$ cat src/rtl/fc_mac_scheduler.sv
// Sequences one shared, externally pipelined FP multiply-accumulate unit through an
// N x M fully-connected layer, collects the M class scores and reports their argmax.
module fc_mac_scheduler #(
  parameter int N = 3,
  parameter int M = 2,
  localparam int AW_N = $clog2(N),
  localparam int AW_W = $clog2(N * M),
  localparam int CLW  = ($clog2(M) > 1) ? $clog2(M) : 1
) (
  input  logic            clk,
  input  logic            reset,
  input  logic            start,
  output logic            busy,
  output logic            done,
  output logic [CLW-1:0]  class_idx,
  output logic            err,
  output logic            rd_en,
  output logic [AW_N-1:0] feat_addr,
  output logic [AW_W-1:0] w_addr,
  output logic [CLW-1:0]  b_addr,
  output logic            mac_issue,
  output logic            mac_first,
  output logic            mac_last,
  input  logic            mac_ready,
  input  logic            res_valid,
  input  logic [31:0]     res_data
);

  localparam int RCW = $clog2(M + 1);

  typedef enum logic [1:0] {S_IDLE, S_ISSUE, S_DRAIN, S_DONE} state_t;

  function automatic logic is_nan(input logic [31:0] v);
    return (v[30:23] == 8'hFF) && (v[22:0] != 23'd0);
  endfunction

  // Strict sign-magnitude "a > b": signed zeros are equal, NaN never wins over a number.
  function automatic logic score_gt(input logic [31:0] a, input logic [31:0] b);
    logic res;
    if (is_nan(a)) begin
      res = 1'b0;
    end else if (is_nan(b)) begin
      res = 1'b1;
    end else if ((a[30:0] == 31'd0) && (b[30:0] == 31'd0)) begin
      res = 1'b0;
    end else if (a[31] != b[31]) begin
      res = !a[31];
    end else if (!a[31]) begin
      res = a[30:0] > b[30:0];
    end else begin
      res = a[30:0] < b[30:0];
    end
    return res;
  endfunction

  state_t          state_q, state_d;
  logic            s0_valid_q, s0_valid_d;
  logic            s1_valid_q, s1_valid_d;
  logic            s1_first_q, s1_first_d;
  logic            s1_last_q, s1_last_d;
  logic [AW_N-1:0] i_q, i_d;
  logic [CLW-1:0]  j_q, j_d;
  logic [AW_W-1:0] w_q, w_d;
  logic [RCW-1:0]  cnt_q, cnt_d;
  logic [31:0]     best_q, best_d;
  logic [CLW-1:0]  best_idx_q, best_idx_d;
  logic [CLW-1:0]  class_idx_q, class_idx_d;
  logic            err_q, err_d;
  logic            busy_q, busy_d;
  logic            done_q, done_d;

  logic adv;
  logic res_ok;

  assign adv = !s1_valid_q || mac_ready;

  // State and datapath registers
  always_ff @(posedge clk) begin
    if (reset) begin
      state_q     <= S_IDLE;
      s0_valid_q  <= 1'b0;
      s1_valid_q  <= 1'b0;
      s1_first_q  <= 1'b0;
      s1_last_q   <= 1'b0;
      i_q         <= '0;
      j_q         <= '0;
      w_q         <= '0;
      cnt_q       <= '0;
      best_q      <= 32'd0;
      best_idx_q  <= '0;
      class_idx_q <= '0;
      err_q       <= 1'b0;
      busy_q      <= 1'b0;
      done_q      <= 1'b0;
    end else begin
      state_q     <= state_d;
      s0_valid_q  <= s0_valid_d;
      s1_valid_q  <= s1_valid_d;
      s1_first_q  <= s1_first_d;
      s1_last_q   <= s1_last_d;
      i_q         <= i_d;
      j_q         <= j_d;
      w_q         <= w_d;
      cnt_q       <= cnt_d;
      best_q      <= best_d;
      best_idx_q  <= best_idx_d;
      class_idx_q <= class_idx_d;
      err_q       <= err_d;
      busy_q      <= busy_d;
      done_q      <= done_d;
    end
  end

  // Next-state, issue pipeline, score collection and argmax
  always_comb begin
    state_d     = state_q;
    s0_valid_d  = s0_valid_q;
    s1_valid_d  = s1_valid_q;
    s1_first_d  = s1_first_q;
    s1_last_d   = s1_last_q;
    i_d         = i_q;
    j_d         = j_q;
    w_d         = w_q;
    cnt_d       = cnt_q;
    best_d      = best_q;
    best_idx_d  = best_idx_q;
    class_idx_d = class_idx_q;
    err_d       = err_q;
    busy_d      = busy_q;
    done_d      = 1'b0;

    res_ok = res_valid && ((state_q == S_ISSUE) || (state_q == S_DRAIN)) &&
             (cnt_q != RCW'(M));

    if (res_ok) begin
      cnt_d = cnt_q + RCW'(1);
      if ((cnt_q == '0) || score_gt(res_data, best_q)) begin
        best_d     = res_data;
        best_idx_d = CLW'(cnt_q);
      end else begin
        best_d     = best_q;
      end
    end else if (res_valid) begin
      err_d = 1'b1;
    end else begin
      cnt_d = cnt_q;
    end

    case (state_q)
      S_IDLE: begin
        if (start) begin
          state_d    = S_ISSUE;
          s0_valid_d = 1'b1;
          s1_valid_d = 1'b0;
          i_d        = '0;
          j_d        = '0;
          w_d        = '0;
          cnt_d      = '0;
          best_d     = 32'd0;
          best_idx_d = '0;
          err_d      = 1'b0;
          busy_d     = 1'b1;
        end else begin
          state_d = S_IDLE;
        end
      end
      S_ISSUE: begin
        if (adv) begin
          s1_valid_d = s0_valid_q;
          s1_first_d = (i_q == '0);
          s1_last_d  = (i_q == AW_N'(N - 1));
          if (s0_valid_q && (i_q == AW_N'(N - 1)) && (j_q == CLW'(M - 1))) begin
            s0_valid_d = 1'b0;
            i_d        = '0;
            j_d        = '0;
            w_d        = '0;
          end else if (s0_valid_q && (i_q == AW_N'(N - 1))) begin
            i_d = '0;
            j_d = j_q + CLW'(1);
            w_d = w_q + AW_W'(1);
          end else if (s0_valid_q) begin
            i_d = i_q + AW_N'(1);
            w_d = w_q + AW_W'(1);
          end else begin
            i_d = i_q;
          end
        end else begin
          s1_valid_d = s1_valid_q;
        end
        // Final issue accepted with the read stage already empty
        if (s1_valid_q && mac_ready && !s0_valid_q) begin
          if (cnt_d == RCW'(M)) begin
            state_d     = S_DONE;
            done_d      = 1'b1;
            busy_d      = 1'b0;
            class_idx_d = best_idx_d;
          end else begin
            state_d = S_DRAIN;
          end
        end else begin
          state_d = S_ISSUE;
        end
      end
      S_DRAIN: begin
        if (cnt_d == RCW'(M)) begin
          state_d     = S_DONE;
          done_d      = 1'b1;
          busy_d      = 1'b0;
          class_idx_d = best_idx_d;
        end else begin
          state_d = S_DRAIN;
        end
      end
      S_DONE: begin
        state_d = S_IDLE;
      end
      default: begin
        state_d = S_IDLE;
      end
    endcase
  end

  assign busy      = busy_q;
  assign done      = done_q;
  assign class_idx = class_idx_q;
  assign err       = err_q;
  assign rd_en     = s0_valid_q && adv;
  assign feat_addr = i_q;
  assign w_addr    = w_q;
  assign b_addr    = j_q;
  assign mac_issue = s1_valid_q;
  assign mac_first = s1_valid_q && s1_first_q;
  assign mac_last  = s1_valid_q && s1_last_q;

endmodule

$ cat config.mk
export PLATFORM = sky130hd
export DESIGN_NAME = fc_mac_scheduler
export DESIGN_NICKNAME = d
export VERILOG_FILES = /design/src/rtl/fc_mac_scheduler.sv
export SDC_FILE = /design/constraint.sdc
export NUM_CORES = 1
export LEC_CHECK = 0
export BUFFER_PORTS_ARGS = -buffer_cell sky130_fd_sc_hd__buf_4
export CAP_MARGIN = 0
export CORE_ASPECT_RATIO = 1.2
export CORE_MARGIN = 3
export CORE_UTILIZATION = 55
export DETAILED_ROUTE_END_ITERATION = 8
export GPL_ROUTABILITY_DRIVEN = 0
export PLACE_DENSITY = 0.77
export SYNTH_ARGS = -nofsm -noshare
export SYNTH_HDL_FRONTEND = slang
export SYNTH_SLANG_ARGS = --single-unit
$ cat constraint.sdc
create_clock -name clk -period 2.75 [get_ports clk]
set_input_delay 0.275 -clock clk [delete_from_list [all_inputs] [get_ports clk]]
set_output_delay 0.275 -clock clk [all_outputs]
set_load 0.1 [all_outputs]
==> results of run 1 <==
registers in the layout (all words and copies together), names as in the netlist, named ones only:
signal      cells
b_addr          1
best_idx_q      1
best_q         32
busy            1
class_idx       1
cnt_q           2
done            1
err             1
feat_addr       2
mac_issue       1
s0_valid_q      1
s1_first_q      1
s1_last_q       1
state_q         1
w_addr          3
cells in the final DEF, fill, tap and decap left out, types with 20 or more instances in the layout:
cell type / count
a21oi_1: 26
a32oi_1: 32
buf_4: 67
dfxtp_1: 51
ha_1: 37
inv_1: 38
nand2_1: 20
nand3_1: 43
nand3b_1: 34
nor2_1: 22
nor3_1: 40
o2111ai_1: 32
worst register-to-register path, cell delays in order (launching register included):
cell and delay (ns):
dfxtp_1 0.37, inv_1 0.07, ha_1 0.31, nand4_1 0.22
nor4_2 0.33, buf_4 0.16, o41a_1 0.26, o21a_1 0.22
buf_4 0.21, o21ai_1 0.08, a211oi_1 0.23
cell type report:
class | count | area share
clock buffer | 5 | 0.0154
clock inverter | 3 | 0.00646
inverter | 38 | 0.0320
multi-input combinational | 366 | 0.575
sequential | 51 | 0.229
tap | 87 | 0.0244
timing repair buffer | 68 | 0.117
per-stage QoR:
| stage | hold WS [ns] | instances |
|---|---|---|
| finish | 0.213 | 618 |
| global route | 0.243 | 618 |
| CTS | 0.222 | 618 |
| detailed placement | 0.473 | 610 |
| global placement | 0.456 | 610 |
| floorplan | 0.354 | 497 |
synthesized netlist by cell type (all sizes together), types with 2 or more instances:
master	number	area, um2
nand2	20	75.1
o21a	4	30.0
and3	2	12.5
nor4	15	93.8
buf	21	129
a21oi	27	135
nor3	41	210
clkbuf	21	78.8
nor2	23	86.3
o21ai	9	45.0
nor2b	3	18.8
nor4b	3	26.3
nand2b	4	25.0
o2111ai	32	280
ha	37	463
nand3	43	215
nand3b	34	255
inv	38	143
nand4	14	87.6
o211ai	2	15.0
a211oi	3	27.5
a32oi	32	280
and2	3	18.8
dfxtp	51	1020
worst max path at each step:
stage                           from                endpoint  slack, ns  cells past startpoint
2_1_floorplan   best_q[4]$_SDFF_PP0_   best_idx_q$_SDFF_PP0_       0.49                     10
3_3_place_gp             res_data[4]   best_q[12]$_SDFF_PP0_       0.33                     10
3_5_place_dp             res_data[4]  class_idx$_SDFFE_PP0P_       0.25                     10
4_1_cts        best_q[29]$_SDFF_PP0_  class_idx$_SDFFE_PP0P_       0.24                     10
5_1_grt        best_q[29]$_SDFF_PP0_  class_idx$_SDFFE_PP0P_     0.0006                     10
6_report       best_q[29]$_SDFF_PP0_  class_idx$_SDFFE_PP0P_       0.21                     10
power breakdown:
| part | internal (mW) | switching (mW) | leakage, nW |
|---|---|---|---|
| Clock | 0.189 | 0.288 | 0.0502 |
| Combinational | 0.182 | 0.357 | 1.19 |
| Sequential | 0.775 | 0.0280 | 0.414 |
| Total | 1.15 | 0.672 | 1.66 |
cells by family (layout without fill, tap and decap cells):
kind of cell / Yosys count / count (layout) / synth area share
AO/OA/AOI/OAI: 116 / 116 / 0.224
XOR/XNOR: 2 / 2 / 0.00449
adder cells (fa/ha/maj): 37 / 37 / 0.119
buffers and inverters: 80 / 114 / 0.0898
flip-flops: 51 / 51 / 0.262
multiplexers: 2 / 2 / 0.00545
AND/OR/NAND/NOR: 209 / 209 / 0.296
layer usage:
layer	wire, um	track usage	share of wire	vias to the layer above
met5	0	0	0	-
met2	5320	0.460	0.49	146
met3	652	0.0397	0.060	17
met1	4680	0.342	0.43	1983
met4	170	0.0830	0.016	0
li1	-	-	-	1975
==> metrics.log, run 1 <==
[metrics] outcome: complete, no violations
[metrics] WL per Instance: between 15 and 20 um
[metrics] FFs w/ async S/R, synth: 0
[metrics] LEAKAGE: 1.66 nW
[metrics] Layout area overhead: 14.1%
[metrics] share of post-route cells with drive strength above 1: 0.156
[metrics] Hold Path Class: in -> reg
[metrics] vias after detailed routing: roughly 4100
[metrics] net count of the finished layout: ~600
[metrics] number of synthesized flops with an enable pin: 0
[metrics] depth of the worst hold-timing path: 3
[metrics] largest driver fanout on the critical path: 11
[metrics] Worst Max-Slew Pin Slew: 0.662 ns
[metrics] crit path kind: reg -> reg
[metrics] Max Buffers Root-to-Sink: 2
[metrics] Die Footprint: 8150 um2
[metrics] fmax: between 300 and 400 MHz
[metrics] share of synthesized area occupied by flip-flops and latches: 0.262
[metrics] series of cell instances along the critical path: inv_1, ha_1, nand4_1, nor4_2, buf_4, o41a_1, o21a_1, buf_4, o21ai_1, a211oi_1
[metrics] antenna violations before repair: 0
[metrics] max-cap violation count: 0
[metrics] Final ANT Viol Nets: 0
[metrics] final core utilization: 0.650
[metrics] CORE AREA: a little under 7000 um2
[metrics] die width: around 83 um
[metrics] RSZ-0062 raised after global routing: no
[metrics] Max-slew headroom: 0.557
[metrics] clock net sink count: 51
[metrics] Most used DFF post-synth: dfxtp_1
[metrics] via density per instance: between 6 and 7
[metrics] Hold Fails Final Rpt: 0
[metrics] number of warnings reported in the yosys synthesis log: 0
[metrics] net count of the mapped netlist: about 570
[metrics] die height: 98.3 um
[metrics] effective utilization at floorplan: 0.569
[metrics] Max IR drop VDD: roughly 0.00026 V
[metrics] r2r startpoint: best_q[29]$_SDFF_PP0_
[metrics] number of max-slew violations in the final report: 0
[metrics] number of distinct standard cells referenced by the synthesized netlist: 44
[metrics] number of fillers in the final layout: 607
[metrics] count of final setup violators: 0
[metrics] startpoint of the lowest-slack hold path: res_valid
[metrics] estimated wirelength of the detail-placed design: approximately 7500 um
[metrics] multi-input combinational cell area: between 2000 and 3000 um2
[metrics] PwrDens: roughly 410 nW/um2
[metrics] Total Wirelength: 10800 um
[metrics] # diodes: 0
[metrics] capturing point of the worst reg2reg path: class_idx$_SDFFE_PP0P_
[metrics] netlist area before placement: between 3000 and 4000 um2
[metrics] Storage cell area: around 1000 um2
[metrics] synthesized area per cell: about 7.9 um2
[metrics] shortest clock period the worst path allows after layout: about 2.5 ns
[metrics] # H-tree levels: 2
[metrics] element type at the critical path start: flop
[metrics] DRC violation total after the first TritonRoute iteration: roughly 260
[metrics] maximum number of pins on one net before global-route repair: 46
[metrics] Non-Filler Cell Area, Final: between 4000 and 5000 um2
[metrics] clock root cell: clkbuf_8
[metrics] worst endpoint data arrival time: roughly 2.8 ns
[metrics] Worst-Skew Late Latency: roughly 0.31 ns
[metrics] cell repeated most along the worst path: buf_4
[metrics] TNS Setup: 0 ns
[metrics] CTS-repair resized insts: 0
[metrics] number of buffers created by CTS: 5
[metrics] first-pass GRT wire length: about 19000 um
[metrics] clock-pin slew reported for the worst setup and hold paths after clock tree synthesis: 0.11 ns
[metrics] residual overflow from global routing: 0
[metrics] WP data required: ~3 ns
[metrics] I/O Buffers: 50
[metrics] number of buffer and inverter instances along the worst setup path: 3
[metrics] GRT Resource Usage Total: 0.267
[metrics] setup slack, reg-to-reg: 0.21 ns
[metrics] Worst Hold End: err$_SDFF_PP0_
[metrics] final cycle utilization of the critical path: 0.922
[metrics] Slowest cell on crit path: dfxtp_1
[metrics] worst stage delay on the critical path: about 0.37 ns
[metrics] skew final: 0.0102 ns
[metrics] total power consumption of the routed design: 1.82 mW
[metrics] number of DRC violations after detailed routing: 0
[metrics] buffer count from post-CTS setup fixing: 0
[metrics] I/O pins: 51
[metrics] CP top delay family: compound AO/OA/AOI/OAI gates
[metrics] synthesis-stage register bit count: a little over 50
[metrics] worst slack at placement: 0.248 ns
[metrics] first-pass iteration count of the detailed router: 5
[metrics] TritonCTS clock tree: yes
[metrics] Std-Cell Rows: 33
[metrics] Worst Reg-to-Reg Cells: 10
[metrics] number of global-route vias before repair: 4021
[metrics] crit end category: flop
[metrics] DP Area: 4350 um2
[metrics] # hold bufs at CTS: 0
[metrics] instance count of the mapped netlist: 497
[metrics] final critical-path setup slack: 0.214 ns
No activity file was read; power rests on OpenSTA's default activity.
==> run 2: changes to the inputs <==
- CORE_MARGIN: 3 -> 4
==> run 2 against run 1 <==
  * Fmax is essentially flat
  * Global-route usage shrank 1.4 points
  * Critical endpoint is now best_q[1]$_SDFF_PP0_
  * Non-clock buffer count grew 3
  * Die area grew 4.5%
  * Clock skew shrank 0.00067 ns
  * Sequential share of layout area shrank 0.21 points
  * Highest routed layer unchanged
  * Sequential power is essentially flat
  * Combinational power grew 1%
==> metrics.log, run 2 (synthesized netlist as in run 1, its figures left out) <==
[metrics] number of buffers created by CTS: 5 (unchanged)
[metrics] count of final setup violators: 0 (unchanged)
[metrics] die height: 100 um (was 98.3 um)
[metrics] worst stage delay on the critical path: 0.38 ns (was 0.37 ns)
[metrics] number of max-slew violations in the final report: 0 (unchanged)
[metrics] startpoint of the lowest-slack hold path: res_valid (unchanged)
[metrics] max reg flops: 32 (unchanged)
[metrics] estimated wirelength of the detail-placed design: 7740 um (was 7520 um)
[metrics] Slowest cell on crit path: dfxtp_1 (unchanged)
[metrics] skew final: 0.00954 ns (was 0.0102 ns)
[metrics] final core utilization: 0.656 (was 0.650)
[metrics] Max-slew headroom: 0.542 (was 0.557)
[metrics] TNS Setup: 0 ns (unchanged)
[metrics] Worst Reg-to-Reg Cells: 11 (was 10)
[metrics] cell repeated most along the worst path: nand3_1 (was buf_4)
[metrics] Max IR drop VDD: 0.000259 V (was 0.000263 V)
[metrics] outcome: complete, no violations (unchanged)
[metrics] crit path kind: reg -> reg (unchanged)
[metrics] net count of the finished layout: 607 (was 604)
[metrics] first-pass iteration count of the detailed router: 5 (unchanged)
[metrics] Hold Fails Final Rpt: 0 (unchanged)
[metrics] effective utilization at floorplan: 0.569 (unchanged)
[metrics] TritonCTS clock tree: yes (unchanged)
[metrics] routed length on met2: 5070 um (was 5320 um)
[metrics] capturing point of the worst reg2reg path: best_q[1]$_SDFF_PP0_ (was class_idx$_SDFFE_PP0P_)
[metrics] Die Footprint: 8510 um2 (was 8150 um2)
[metrics] r2r startpoint: best_q[29]$_SDFF_PP0_ (unchanged)
[metrics] via density per instance: 6.52 (was 6.67)
[metrics] first-pass GRT wire length: 17900 um (was 18700 um)
[metrics] clock net sink count: 51 (unchanged)
[metrics] Worst Max-Slew Pin Slew: 0.686 ns (was 0.662 ns)
[metrics] Worst-Skew Late Latency: 0.32 ns (was 0.31 ns)
[metrics] WP data required: 3.02 ns (was 2.98 ns)
[metrics] element type at the critical path start: flop (unchanged)
[metrics] # hold bufs at CTS: 0 (unchanged)
[metrics] DRC violation total after the first TritonRoute iteration: 292 (was 264)
[metrics] most common cell after layout, fill and taps aside: buf_4 (unchanged)
[metrics] GRT Resource Usage Total: 0.252 (was 0.267)
[metrics] residual overflow from global routing: 0 (unchanged)
[metrics] crit end category: flop (unchanged)
[metrics] worst endpoint data arrival time: 2.80 ns (was 2.77 ns)
[metrics] Met1 Wirelength: 4740 um (was 4680 um)
[metrics] # H-tree levels: 2 (unchanged)
[metrics] clock root cell: clkbuf_8 (unchanged)
[metrics] LEAKAGE: 1.68 nW (was 1.66 nW)
[metrics] I/O pins: 51 (unchanged)
[metrics] Reg with most FFs: best_q (unchanged)
[metrics] most used cells in the layout excluding fill and tap cells: buf_4, dfxtp_1, nand3_1 (unchanged)
[metrics] WL per Instance: 17.1 um (was 17.5 um)
[metrics] series of cell instances along the critical path: inv_1, ha_1, nand4_1, nor4_1, buf_4, nand3_1, nand3_1, or2_1, buf_4, a32oi_1, nand3_1 (was inv_1, ha_1, nand4_1, nor4_2, buf_4, o41a_1, o21a_1, buf_4, o21ai_1, a211oi_1)
[metrics] clock-pin slew reported for the worst setup and hold paths after clock tree synthesis: 0.11 ns (about the same)
[metrics] CTS-repair resized insts: 0 (unchanged)
[metrics] vias after detailed routing: 4046 (was 4121)
[metrics] share of post-route cells with drive strength above 1: 0.159 (was 0.156)
[metrics] Max Buffers Root-to-Sink: 2 (unchanged)
[metrics] Final ANT Viol Nets: 0 (unchanged)
[metrics] largest driver fanout on the critical path: 11 (unchanged)
[metrics] max-cap violation count: 0 (unchanged)
[metrics] maximum number of pins on one net before global-route repair: 42 (was 46)
[metrics] Total Wirelength: 10600 um (was 10800 um)
[metrics] routed length on met3: 630 um (was 652 um)
[metrics] total power consumption of the routed design: 1.83 mW (was 1.82 mW)
[metrics] shortest clock period the worst path allows after layout: 2.54 ns (about the same)
[metrics] setup slack, reg-to-reg: 0.21 ns (about the same)
[metrics] Std-Cell Rows: 33 (unchanged)
[metrics] Worst Hold End: err$_SDFF_PP0_ (unchanged)
[metrics] Layout area overhead: 15.2% (was 14.1%)
[metrics] # diodes: 0 (unchanged)
[metrics] antenna violations before repair: 0 (unchanged)
[metrics] I/O Buffers: 50 (unchanged)
[metrics] Hold Path Class: in -> reg (unchanged)
[metrics] die width: 84.9 um (was 82.9 um)
[metrics] highest metal layer used by the detailed router: met4 (unchanged)
[metrics] fmax: 394 MHz (about the same)
[metrics] CORE AREA: 6850 um2 (unchanged)
[metrics] number of global-route vias before repair: 3828 (was 4021)
[metrics] buffer count from post-CTS setup fixing: 0 (unchanged)
[metrics] depth of the worst hold-timing path: 3 (unchanged)
[metrics] number of DRC violations after detailed routing: 0 (unchanged)
[metrics] final cycle utilization of the critical path: 0.922 (about the same)
[metrics] PwrDens: 408 nW/um2 (about the same)
[metrics] RSZ-0062 raised after global routing: no (unchanged)
## run 2: where the power goes
group | switching (mW) | internal (mW)
Sequential | 0.0283 | 0.775
Combinational | 0.354 | 0.191
Clock | 0.295 | 0.189
Total | 0.678 | 1.16
## run 2: per-layer routing
metal / vias up / track usage
li1: 1987 / -
met1: 1893 / 0.336
met2: 152 / 0.421
met3: 14 / 0.0353
met4: 0 / 0.0840
met5: - / 0
## run 2: worst max path at each step
| stage | start | to | slack [ns] | cells after the start |
|---|---|---|---|---|
| after floorplan | best_q[4]$_SDFF_PP0_ | best_idx_q$_SDFF_PP0_ | 0.49 | 10 |
| after detailed placement | res_data[4] | best_q[3]$_SDFF_PP0_ | 0.23 | 10 |
| after global placement | res_data[29] | best_q[1]$_SDFF_PP0_ | 0.27 | 11 |
| final | best_q[29]$_SDFF_PP0_ | best_q[1]$_SDFF_PP0_ | 0.21 | 11 |
| after global routing | best_q[22]$_SDFF_PP0_ | best_q[30]$_SDFF_PP0_ | 0.001 | 10 |
| after CTS | best_q[29]$_SDFF_PP0_ | best_q[27]$_SDFF_PP0_ | 0.23 | 11 |
## run 2: area by class of cell
cell class | instances | area [um2]
Multi-Input combinational cell | 366 | 2550
Sequential cell | 51 | 1020
Tap cell | 87 | 109
Fill cell | 611 | 2360
Timing Repair Buffer | 71 | 571
Clock inverter | 3 | 28.8
Clock buffer | 5 | 68.8
Inverter | 38 | 143
## run 2: worst max-delay path, delay by kind of cell (launching register included)
family | cells | cell delay (ns)
buffers and inverters | 3 | 0.51
AND/OR/NAND/NOR | 6 | 1.21
adder cells (fa/ha/maj) | 1 | 0.31
AO/OA/AOI/OAI | 1 | 0.07
flip-flops | 1 | 0.38
## run 2: metrics by stage
step / std cells / worst slack, ns / instance area (um2) / hold WS (ns)
after global routing: 621 / 0.000961 / 4500 / 0.200
after floorplan: 497 / 0.490 / 3900 / 0.354
after detailed placement: 613 / 0.227 / 4400 / 0.464
after global placement: 613 / 0.272 / 4400 / 0.452
final: 621 / 0.213 / 4500 / 0.198
after CTS: 621 / 0.234 / 4500 / 0.195
==> run 3: changes to the inputs <==
- MAX_ROUTING_LAYER: not set -> met4
==> run 3 against run 2 <==
  * Clock-buffer cell count did not move
  * Global-route usage rose by 0.72 points
  * Total power fell by 0.14%
  * Via count rose by 0.15%
  * Core utilization did not move
  * First-iteration DRC count rose by 1.4%
  * Register-to-register slack barely moved
  * Die area did not move
  * Wire length fell by 0.10%
  * Clock power barely moved
  * Sequential cell count did not move
  * Highest routed layer unchanged
==> metrics.log, run 3 (synthesized netlist as in run 1, its figures left out) <==
[metrics] max reg flops: 32 (unchanged)
[metrics] clock-pin slew reported for the worst setup and hold paths after clock tree synthesis: 0.11 ns (about the same)
[metrics] vias after detailed routing: 4052 (was 4046)
[metrics] share of post-route cells with drive strength above 1: 0.159 (unchanged)
[metrics] Hold Fails Final Rpt: 0 (unchanged)
[metrics] sequential power share: 0.439 (was 0.438)
[metrics] Storage cell area: 1020 um2 (unchanged)
[metrics] number of global-route vias before repair: 3827 (was 3828)
[metrics] Worst-Skew Late Latency: 0.32 ns (about the same)
[metrics] startpoint of the lowest-slack hold path: res_valid (unchanged)
[metrics] Max Buffers Root-to-Sink: 2 (unchanged)
[metrics] TritonCTS clock tree: yes (unchanged)
[metrics] Die Footprint: 8510 um2 (unchanged)
[metrics] number of fillers in the final layout: 611 (unchanged)
[metrics] die height: 100 um (unchanged)
[metrics] DP Area: 4400 um2 (unchanged)
[metrics] outcome: complete, no violations (unchanged)
[metrics] number of DRC violations after detailed routing: 0 (unchanged)
[metrics] fmax: 393 MHz (was 394 MHz)
[metrics] estimated wirelength of the detail-placed design: 7740 um (unchanged)
[metrics] RSZ-0062 raised after global routing: no (unchanged)
[metrics] Non-Filler Cell Area, Final: 4500 um2 (unchanged)
[metrics] die width: 84.9 um (unchanged)
[metrics] most common cell after layout, fill and taps aside: buf_4 (unchanged)
[metrics] LEAKAGE: 1.68 nW (unchanged)
[metrics] TNS Setup: 0 ns (unchanged)
[metrics] first-pass iteration count of the detailed router: 5 (unchanged)
[metrics] Layout area overhead: 15.2% (unchanged)
[metrics] GRT Resource Usage Total: 0.260 (was 0.252)
[metrics] # hold bufs at CTS: 0 (unchanged)
[metrics] internal power: 1.16 mW (about the same)
[metrics] residual overflow from global routing: 0 (unchanged)
[metrics] Reg with most FFs: best_q (unchanged)
[metrics] count of final setup violators: 0 (unchanged)
[metrics] r2r startpoint: best_q[29]$_SDFF_PP0_ (unchanged)
[metrics] clock network fraction of design power: 0.264 (about the same)
[metrics] buffer count from post-CTS setup fixing: 0 (unchanged)
[metrics] DRC violation total after the first TritonRoute iteration: 296 (was 292)
[metrics] worst endpoint data arrival time: 2.81 ns (was 2.80 ns)
[metrics] max-cap violation count: 0 (unchanged)
[metrics] clock net sink count: 51 (unchanged)
[metrics] WP data required: 3.01 ns (was 3.02 ns)
[metrics] skew final: 0.00406 ns (was 0.00954 ns)
[metrics] worst slack at placement: 0.227 ns (unchanged)
[metrics] Max-slew headroom: 0.540 (was 0.542)
[metrics] final critical-path setup slack: 0.202 ns (was 0.213 ns)
[metrics] shortest clock period the worst path allows after layout: 2.55 ns (was 2.54 ns)
[metrics] CTS-repair resized insts: 0 (unchanged)
[metrics] antenna violations before repair: 0 (unchanged)
[metrics] clock root cell: clkbuf_8 (unchanged)
[metrics] maximum number of pins on one net before global-route repair: 42 (unchanged)
[metrics] first-pass GRT wire length: 17900 um (unchanged)
[metrics] startpoint of the most critical setup path: best_q[29]$_SDFF_PP0_ (unchanged)
[metrics] number of buffers created by CTS: 5 (unchanged)
[metrics] crit end category: flop (unchanged)
[metrics] effective utilization at floorplan: 0.569 (unchanged)
[metrics] crit path kind: reg -> reg (unchanged)
[metrics] I/O pins: 51 (unchanged)
[metrics] Std-Cell Rows: 33 (unchanged)
[metrics] most used cells in the layout excluding fill and tap cells: buf_4, dfxtp_1, nand3_1 (unchanged)
[metrics] Worst Max-Slew Pin Slew: 0.689 ns (was 0.686 ns)
[metrics] I/O Buffers: 50 (unchanged)
[metrics] Final ANT Viol Nets: 0 (unchanged)
[metrics] # diodes: 0 (unchanged)
[metrics] PwrDens: 407 nW/um2 (was 408 nW/um2)
[metrics] Hold Path Class: in -> reg (unchanged)
[metrics] switching power summed over all nets: 0.675 mW (was 0.678 mW)
[metrics] final cycle utilization of the critical path: 0.926 (was 0.922)
[metrics] # H-tree levels: 2 (unchanged)
[metrics] switching share of power: 0.369 (was 0.370)
[metrics] Total Wirelength: 10600 um (about the same)
[metrics] WL per Instance: 17.1 um (about the same)
[metrics] Max IR drop VDD: 0.000259 V (about the same)
[metrics] combinational power share: 0.298 (about the same)
[metrics] net count of the finished layout: 607 (unchanged)
[metrics] via density per instance: 6.52 (about the same)
[metrics] multi-input combinational cell area: 2550 um2 (unchanged)
[metrics] number of max-slew violations in the final report: 0 (unchanged)
[metrics] largest driver fanout on the critical path: 11 (unchanged)
[metrics] element type at the critical path start: flop (unchanged)
[metrics] CORE AREA: 6850 um2 (unchanged)
run 3: cell counts in the layout (fill, tap and decap cells not counted):
Identical to the previous run, type by type.
run 3: final timing paths:
path                                              to  slack, ns  depth (start not counted)
worst max-delay path            best_q[1]$_SDFF_PP0_       0.20                         11
worst min-delay path                  err$_SDFF_PP0_       0.20                          3
worst min register to register        err$_SDFF_PP0_       0.49                          2
worst max register to register  best_q[1]$_SDFF_PP0_       0.20                         11
run 3: stage by stage:
| stage | total power, mW | util | hold slack (ns) | std cells |
|---|---|---|---|---|
| 2_1_floorplan | 1.17 | - | 0.354 | 497 |
| 3_3_place_gp | 1.34 | 0.642 | 0.452 | 613 |
| 3_5_place_dp | 1.36 | 0.642 | 0.464 | 613 |
| 4_1_cts | 1.84 | 0.656 | 0.195 | 621 |
| 5_1_grt | 1.93 | 0.656 | 0.200 | 621 |
| 6_report | 1.83 | 0.656 | 0.196 | 621 |
run 3: area by class of cell:
class                      count  share of cell area
multi-input combinational    366               0.568
tap                           87              0.0242
inverter                      38              0.0317
timing repair buffer          71               0.127
clock buffer                   5              0.0153
sequential                    51               0.227
clock inverter                 3             0.00640
run 3: routing by layer:
layer | track usage | share of wire | vias to the layer above
met1 | 0.336 | 0.43 | 1886
met5 | - | 0 | -
met2 | 0.421 | 0.48 | 159
li1 | - | - | 1992
met4 | 0.0840 | 0.018 | 0
met3 | 0.0337 | 0.068 | 15
run 3: worst max-delay path: stages (launching register included):
cell and delay [ns]:
dfxtp_1 0.38, inv_1 0.07, ha_1 0.31, nand4_1 0.18, nor4_1 0.36, buf_4 0.18, nand3_1 0.09, nand3_1 0.15
or2_1 0.31, buf_4 0.26, a32oi_1 0.07, nand3_1 0.12
run 3: power by group through the flow:
stage / Clock, mW / Sequential, mW / Combinational, mW
after CTS: 0.493 / 0.803 / 0.539
after detailed placement: 0 / 0.820 / 0.536
after global routing: 0.521 / 0.809 / 0.598
after global placement: 0 / 0.818 / 0.526
final: 0.483 / 0.803 / 0.545
after floorplan: 0 / 0.861 / 0.307
